==> src/rtl/serial_subtractor.sv <==
// Bit-serial ripple-borrow subtractor: diff = a - b - bin, one bit per clock, LSB first,
// sequenced by a start/busy/done handshake.
module serial_subtractor #(
    parameter int unsigned WIDTH = 4,
    parameter int unsigned CNT_W = $clog2(WIDTH) + 1
) (
    input  logic             clk,
    input  logic             rst,
    input  logic             start,
    input  logic [WIDTH-1:0] a,
    input  logic [WIDTH-1:0] b,
    input  logic             bin,
    output logic             busy,
    output logic             done,
    output logic [WIDTH-1:0] diff,
    output logic             bout
);

    typedef enum logic [1:0] {
        StIdle  = 2'd0,
        StShift = 2'd1,
        StDone  = 2'd2
    } state_e;

    state_e           state;
    logic [WIDTH-1:0] a_sr;
    logic [WIDTH-1:0] b_sr;
    logic [WIDTH-1:0] res_sr;
    logic             brw;
    logic [CNT_W-1:0] cnt;

    logic             bit_d;
    logic             brw_next;
    logic             last_bit;

    // Single full-subtractor cell operating on the current LSBs.
    always_comb begin
        bit_d    = a_sr[0] ^ b_sr[0] ^ brw;
        brw_next = (~a_sr[0] & b_sr[0]) | (~(a_sr[0] ^ b_sr[0]) & brw);
        last_bit = (cnt == CNT_W'(WIDTH - 1));
    end

    always_ff @(posedge clk or posedge rst) begin
        if (rst) begin
            state  <= StIdle;
            a_sr   <= '0;
            b_sr   <= '0;
            res_sr <= '0;
            brw    <= 1'b0;
            cnt    <= '0;
            busy   <= 1'b0;
            done   <= 1'b0;
            diff   <= '0;
            bout   <= 1'b0;
        end else begin
            unique case (state)
                StIdle, StDone: begin
                    done <= 1'b0;
                    if (start) begin
                        a_sr   <= a;
                        b_sr   <= b;
                        brw    <= bin;
                        res_sr <= '0;
                        cnt    <= '0;
                        busy   <= 1'b1;
                        state  <= StShift;
                    end else begin
                        state <= StIdle;
                    end
                end
                StShift: begin
                    res_sr <= {bit_d, res_sr[WIDTH-1:1]};
                    a_sr   <= a_sr >> 1;
                    b_sr   <= b_sr >> 1;
                    brw    <= brw_next;
                    cnt    <= cnt + CNT_W'(1);
                    if (last_bit) begin
                        // Publish the result including the bit computed on this edge.
                        diff  <= {bit_d, res_sr[WIDTH-1:1]};
                        bout  <= brw_next;
                        done  <= 1'b1;
                        busy  <= 1'b0;
                        state <= StDone;
                    end
                end
                default: begin
                    busy  <= 1'b0;
                    done  <= 1'b0;
                    state <= StIdle;
                end
            endcase
        end
    end

endmodule

==> config.mk <==
export PLATFORM = sky130hd
export DESIGN_NAME = serial_subtractor
export DESIGN_NICKNAME = d
export VERILOG_FILES = /design/src/rtl/serial_subtractor.sv
export SDC_FILE = /design/constraint.sdc
export NUM_CORES = 1
export LEC_CHECK = 0
export CORE_MARGIN = 2
export CORE_UTILIZATION = 41
export DETAILED_ROUTE_END_ITERATION = 16
export DONT_BUFFER_PORTS = 1
export SETUP_SLACK_MARGIN = 0.05
export SYNTH_ARGS = -nofsm -noshare
export SYNTH_HDL_FRONTEND = slang
export SYNTH_SLANG_ARGS = --single-unit
==> constraint.sdc <==
create_clock -name clk -period 2.3 [get_ports clk]
set_clock_uncertainty 0.2 [all_clocks]
set_input_delay 0.46 -clock clk [delete_from_list [all_inputs] [get_ports clk]]
set_output_delay 0.46 -clock clk [all_outputs]
set_load 0.05 [all_outputs]
==> results of run 1 <==
==> sequential cells by signal, summed over array words and instances (netlist names) <==
signal and flops:
state 1, a_sr 4, b_sr 4, cnt 3, busy 1, diff 4, brw 1, done 1
res_sr 3, bout 1
==> layout make-up <==
cell class,instances,area [um^2],area share [%]
clock buffer,4,26.28,2.392
inverter,10,37.54,3.417
multi-input combinational,55,396.6,36.10
sequential,23,575.6,52.39
tap,30,37.54,3.417
timing repair buffer,3,25.02,2.278
==> final timing paths <==
kind                            startpoint        to  slack [ns]  cells after the start
max in group asynchronous              rst  state[0]        1.27                      3
worst max-delay path                  done      done        0.45                      1
worst min register to register      cnt[0]    cnt[0]        0.31                      1
min in group asynchronous              rst   b_sr[2]        0.41                      3
worst max register to register      cnt[0]   diff[1]        0.55                      4
worst min-delay path                 start  state[0]        0.11                      2
==> power by group through the flow <==
stage | clock network [W] | logic (W) | registers (W)
floorplan | 0 | 0.000581 | 0.000883
global placement | 0 | 0.000570 | 0.000940
detailed placement | 0 | 0.000591 | 0.000949
CTS | 0.000196 | 0.000596 | 0.000939
global route | 0.000210 | 0.000679 | 0.000970
finish | 0.000184 | 0.000582 | 0.000935
==> kinds of logic after synthesis <==
group,after synthesis,synth area share [%]
flip-flops,23,53.74
multiplexers,9,8.995
adder cells (fa/ha/maj),3,4.205
AND/OR/NAND/NOR,18,9.345
AO/OA/AOI/OAI,25,14.49
buffers and inverters,17,9.229
==> per-stage QoR <==
step                      setup slack [ns]  hold slack (ns)
after floorplan                     0.5733           0.2619
after global placement              0.5843           0.2088
after detailed placement            0.5649           0.2091
after CTS                           0.4293          0.09601
after global routing                0.3651           0.1113
final                               0.4542           0.1088
==> layout by cell type (no fill, tap or decap), types with 2 or more instances in the layout <==
master | synthesis | routed
buf_4 | 1 | 2
a21oi_1 | 8 | 8
nor2_1 | 4 | 4
nor2b_1 | 3 | 3
nand2_1 | 4 | 4
nand3_1 | 3 | 3
o21ai_0 | 5 | 5
clkbuf_4 | 0 | 3
ha_1 | 2 | 2
a22o_1 | 5 | 5
a211oi_1 | 2 | 2
o22ai_1 | 5 | 5
inv_1 | 10 | 10
dfrtp_1 | 23 | 23
mux2i_1 | 4 | 4
mux2_2 | 5 | 5
==> per-layer routing <==
layer	global-route usage (%)	part of all wire, %
met1	16.41	45
met2	24.21	46
met3	6.720	6.6
met4	7.317	2.3
met5	0	0
==> impl_results.md, run 1 <==
- TritonRoute pass-1 iters: 4
- Final Cycle Share: 80.25%
- Switch Pwr: approximately 0.00074 W
- Most frequent cells after synthesis: 23 x dfrtp_1, 10 x inv_1, 8 x a21oi_1
- Post-synthesis cell type count: 23
- Final TNS setup: 0 ns
- CTS H-tree depth: 1
- Status: complete, no violations
- Largest net degree at the start of global routing: 24
- Post-synth top area cell: dfrtp_1
- Syn_area_per_cell: 11.27 um^2
- Detailed Route WL: 1810 um
- Iteration-0 DRC Markers: 9
- Cell count after synthesis: 95
- Synth-to-Final Area Change: 2.570%
- Layout cell share with drive strength beyond 1: between 10% and 20%
- Core area: between 2000 and 2500 um^2
- CTS tree: yes
- Sequential area share after synthesis: between 50% and 60%
- Startpoint types: flip-flop
- Finished Layout Cells: ~130
- CP bufs+invs: 1
- Most common cell in the synthesized netlist: dfrtp_1
- Number of global-route vias before repair: 682
- Core Util, Final: about 44%
- Worst Max-Slew Pin Slew: 0.4970 ns
- Top FF cell, synth: dfrtp_1
- Crit-path leading delay family: flip-flops
- Gr usage total: roughly 15%
- Max_slew headroom: around 67%
- Post-synth EDFFs: 0
- Unrepaired setup endpoints after global routing: no
- Hold buffer count at cts: 1
- I/O pin count: 19
- Worst-path maximum fanout: 12
- DIE AREA: just over 3000 um^2
- Internal: roughly 0.00096 W
- Final hold vios: 0
- Max rail drop VDD: 0.7484 mV
- WP data required: about 1.6 ns
- Yosys warning count: 0
- CTS max path bufs: 2
- CTS Buf Count: 3
- Synthesized flop and latch total: 23
- Global route overflow: 0
- Ant. Diodes: 0
- Final Max Tran Viols: 0
- Clk pwr share: 10.8%
- P_leak: roughly 0.52 nW
- Residual DRC: 0
- Total Power: approximately 0.0017 W
- Comb pwr share: around 34%
- Placer congestion estimate: about 0.72
- Crit path DAT: 1.19 ns
- Critical Path Sink Type: output port
- Via count: 660
- Clock-pin slew on the worst setup and hold paths: between 0.1 and 0.15 ns
- Max Cap Violations: 0
- Min Tclk post-route: between 1.5 and 2 ns
- DRT antenna net count: 0
- DP Wirelength: ~1300 um
- Via density: roughly 5.3
- Post-Syn Nets: 110
- Clock Sinks: 23
- First-pass GRT wire length: ~3100 um
- Cell Count Post-Placement: 120
- Worst-path cell chain: buf_4
- Starting Density: between 40% and 50%
- Chip Height: around 55 um
- Final net count: 111
- PD cells: ~1500 nW/um^2
- Initial antenna violation count: 0
- # setup viols final: 0
- Rows: 18
- Root Buffer: clkbuf_4
- Sequential share of power: a little under three fifths
- Die Span X: ~55 um
- Post-route cell area: 1099 um^2
- Largest cells by area after synthesis: dfrtp_1 54%, mux2_2 5.3%, buf_6 4.2%
- Placed cell areas: around 1100 um^2
- Slowest stage delay, CP: ~0.60 ns
- Post-CTS setup buffer count: 0
- CP max-delay cell: dfrtp_1
- Post-synth top area share: between 50% and 60%
- Worst-skew pair later-pin latency: roughly 0.31 ns
- Routed len/inst: 14.48 um
- Number of I/O port buffers: 0
- Post-synth ARST share: 100.0%
- Switching Share: a little over two fifths
- Highest Clock Rate: roughly 540 MHz
- Fillers: 247
- Type of the most critical hold path: input port to flip-flop
- Crit Path Category: flip-flop to output port
- Post-Syn Area: 1071 um^2
- Post-cts resize count: 0
Power figures use the tool's default switching activity.
==> run 2: changes to the inputs <==
- ABC_AREA: default -> 1
- clock period: 2.3 -> 1.65 ns (I/O delays scaled with it)
==> impl_results.md, run 2 <==
- Status: complete, no violations
- Post-synth top area cell: dfrtp_1
- Max Cap Violations: 0
- DIE AREA: just over 3000 um^2
- Global route overflow: 0
- Ant. Diodes: 0
- Number of global-route vias before repair: between 700 and 800
- # setup viols final: 0
- Slowest stage delay, CP: around 0.48 ns
- TritonRoute pass-1 iters: 4
- Most common library cell in the layout ignoring fill and taps: nand2_1
- Post-synth ARST share: 100.0%
- Max_slew headroom: 68.38%
- Gr usage total: 14.14%
- Post-Syn Area: 1096 um^2
- Root Buffer: clkbuf_4
- Residual DRC: 0
- Final Cycle Share: 92.43%
- Cell count after synthesis: around 130
- Finished Layout Cells: between 150 and 200
- Compound-cell area share of the yosys netlist: 7.306%
- Most frequent cells in the layout: 39 x nand2_1, 23 x inv_1, 21 x dfrtp_1
- Placer congestion estimate: 0.7693
- Iteration-0 DRC Markers: 14
- Detailed Route WL: 1922 um
- Final TNS setup: 0 ns
- Cell Count Post-Placement: 156
- Via count: about 780
- Yosys warning count: 0
- Final Max Tran Viols: 0
- Clock-pin slew on the worst setup and hold paths: roughly 0.13 ns
- CP bufs+invs: 1
- Startpoint types: flip-flop
- Min Tclk post-route: approximately 1.5 ns
- Final net count: 150
- Number of I/O port buffers: 0
- Routed len/inst: approximately 12 um
- Type of the most critical hold path: input port to flip-flop
- Sequential area share after synthesis: 52.51%
- Highest Clock Rate: approximately 660 MHz
- Layout cell share with drive strength beyond 1: between 10% and 20%
- Worst Max-Slew Pin Slew: about 0.47 ns
- Core Util, Final: a little under half
- Post-CTS setup buffer count: 0
- Critical Path Sink Type: output port
- Dpl ws: about 0.15 ns
- Post-Syn Nets: approximately 140
- CTS tree: yes
- Worst-path maximum fanout: 4
- Most frequent cells after synthesis: 39 x nand2_1, 23 x dfrtp_1, 23 x inv_1
- DRT antenna net count: 0
- Top FF cell, synth: dfrtp_1
- Largest cells by area after synthesis: dfrtp_1 53%, nand2_1 13%, inv_1 7.9%
- Unrepaired setup endpoints after global routing: no
- WP data required: approximately 1.1 ns
- Starting Density: a little over two fifths
- Top Registers: a_sr x4, b_sr x4, diff x4
- Final hold vios: 0
- I/O pin count: 19
- DP Wirelength: 1425 um
- Post-synthesis adder-cell area fraction: under 10%
- Setup WS post-layout: around 0.12 ns
- CTS H-tree depth: 1
- Worst-skew pair later-pin latency: 0.32 ns
- Worst-path cell chain: buf_4
- Via density: between 4 and 5
- CTS max path bufs: 2
- Post-synthesis mux area share: 0%
- P_leak: approximately 0.66 nW
- Die Span X: ~56 um
- Syn_area_per_cell: just under 9 um^2
- Synthesized flop and latch total: 23
- Rows: 18
- Core area: around 2500 um^2
- Simple-gate share of the synthesized area: between 20 and 25%
- PD cells: 2133 nW/um^2
- CP max-delay cell: dfrtp_2
- Clock Sinks: 23
- Post-synth top area share: between 50 and 60%
- Most common cell in the synthesized netlist: nand2_1
- First-pass GRT wire length: ~3400 um
- Post-synth EDFFs: 0
- Initial antenna violation count: 0
- Chip Height: between 50 and 60 um
- Crit-path leading delay family: flip-flops
- Largest family of logic cells by synthesized area: simple AND/OR/NAND/NOR gates
- Crit Path Category: flip-flop to output port
- Max rail drop VDD: ~1.1 mV
- Synth-to-Final Area Change: 9.133%
- CTS Buf Count: 3
- Xor/xnor share of the synthesized area: 0%
- R2R setup slack: approximately 0.14 ns
- Largest net degree at the start of global routing: 24
- Crit path DAT: 1.00 ns
- Post-synthesis cell type count: 17
==> run 2: changes by cell type after synthesis, moves of 4 or more <==
cell,change
a21oi_1,-8
a22o_1,-5
mux2_2,-5
nand3_1,+10
mux2i_1,-4
nand2_1,+35
o22ai_1,-5
inv_1,+13
o21ai_0,+4
==> run 2: worst register-to-register path: cells and delay by family (launching register included) <==
family          cells  cell delay, ns
simple gates        1            0.30
flops               1            0.43
fa+ha+maj           2            0.48
compound gates      1            0.05
==> run 2: repair_timing <==
item	4_1_cts	5_1_grt
endpoints found under the hold margin	27	0
hold buffers	4	0
gates cloned	0	0
gates resized for setup	1	1
endpoints found under the setup margin	1	1
==> run 2: stage by stage <==
stage                     hold slack [ns]  power, W  area, um^2
after floorplan                    0.1319  0.002131        1096
after global placement            0.08105  0.002285        1126
after detailed placement          0.08049  0.002310        1126
after CTS                         0.02972  0.002590        1195
after global routing              0.04288  0.002816        1196
final                             0.03653  0.002551        1196
==> run 2: report_power, final <==
group / internal (W) / switching [W]
combinational: 0.000387 / 0.000651
sequential: 0.000830 / 0.000418
clock: 0.0000907 / 0.000174
total: 0.00131 / 0.00124
==> run 2: cells by family after synthesis <==
kind of cell               after synthesis
and+or+nand+nor                         59
buffers and inverters                   28
DFF                                     23
AOI/OAI and AO/OA                       13
adders and majority gates                3
==> run 2: routing by layer <==
metal  vias up  track usage, %  share of wire [%]
met5         -               0                  0
met4         0           7.317                2.2
met3         6           3.256                4.2
met2        25           21.94                 49
met1       350           18.34                 45
li1        398               -                  -
==> run 2: final timing paths <==
path	from	endpoint	cells after the start
max	done	done	1
min	b[2]	b_sr[2]	4
max reg2reg	cnt[0]	cnt[2]	4
min reg2reg	res_sr[3]	res_sr[2]	2
max in group asynchronous	rst	done	3
min in group asynchronous	rst	res_sr[1]	3
==> run 2: cell type report <==
class | instances | area [um^2]
multi-input combinational | 75 | 397.9
timing repair buffer | 6 | 55.05
clock buffer | 3 | 22.52
tap | 30 | 37.54
clock inverter | 1 | 5.005
fill | 236 | 1304
sequential | 23 | 578.1
inverter | 26 | 100.1
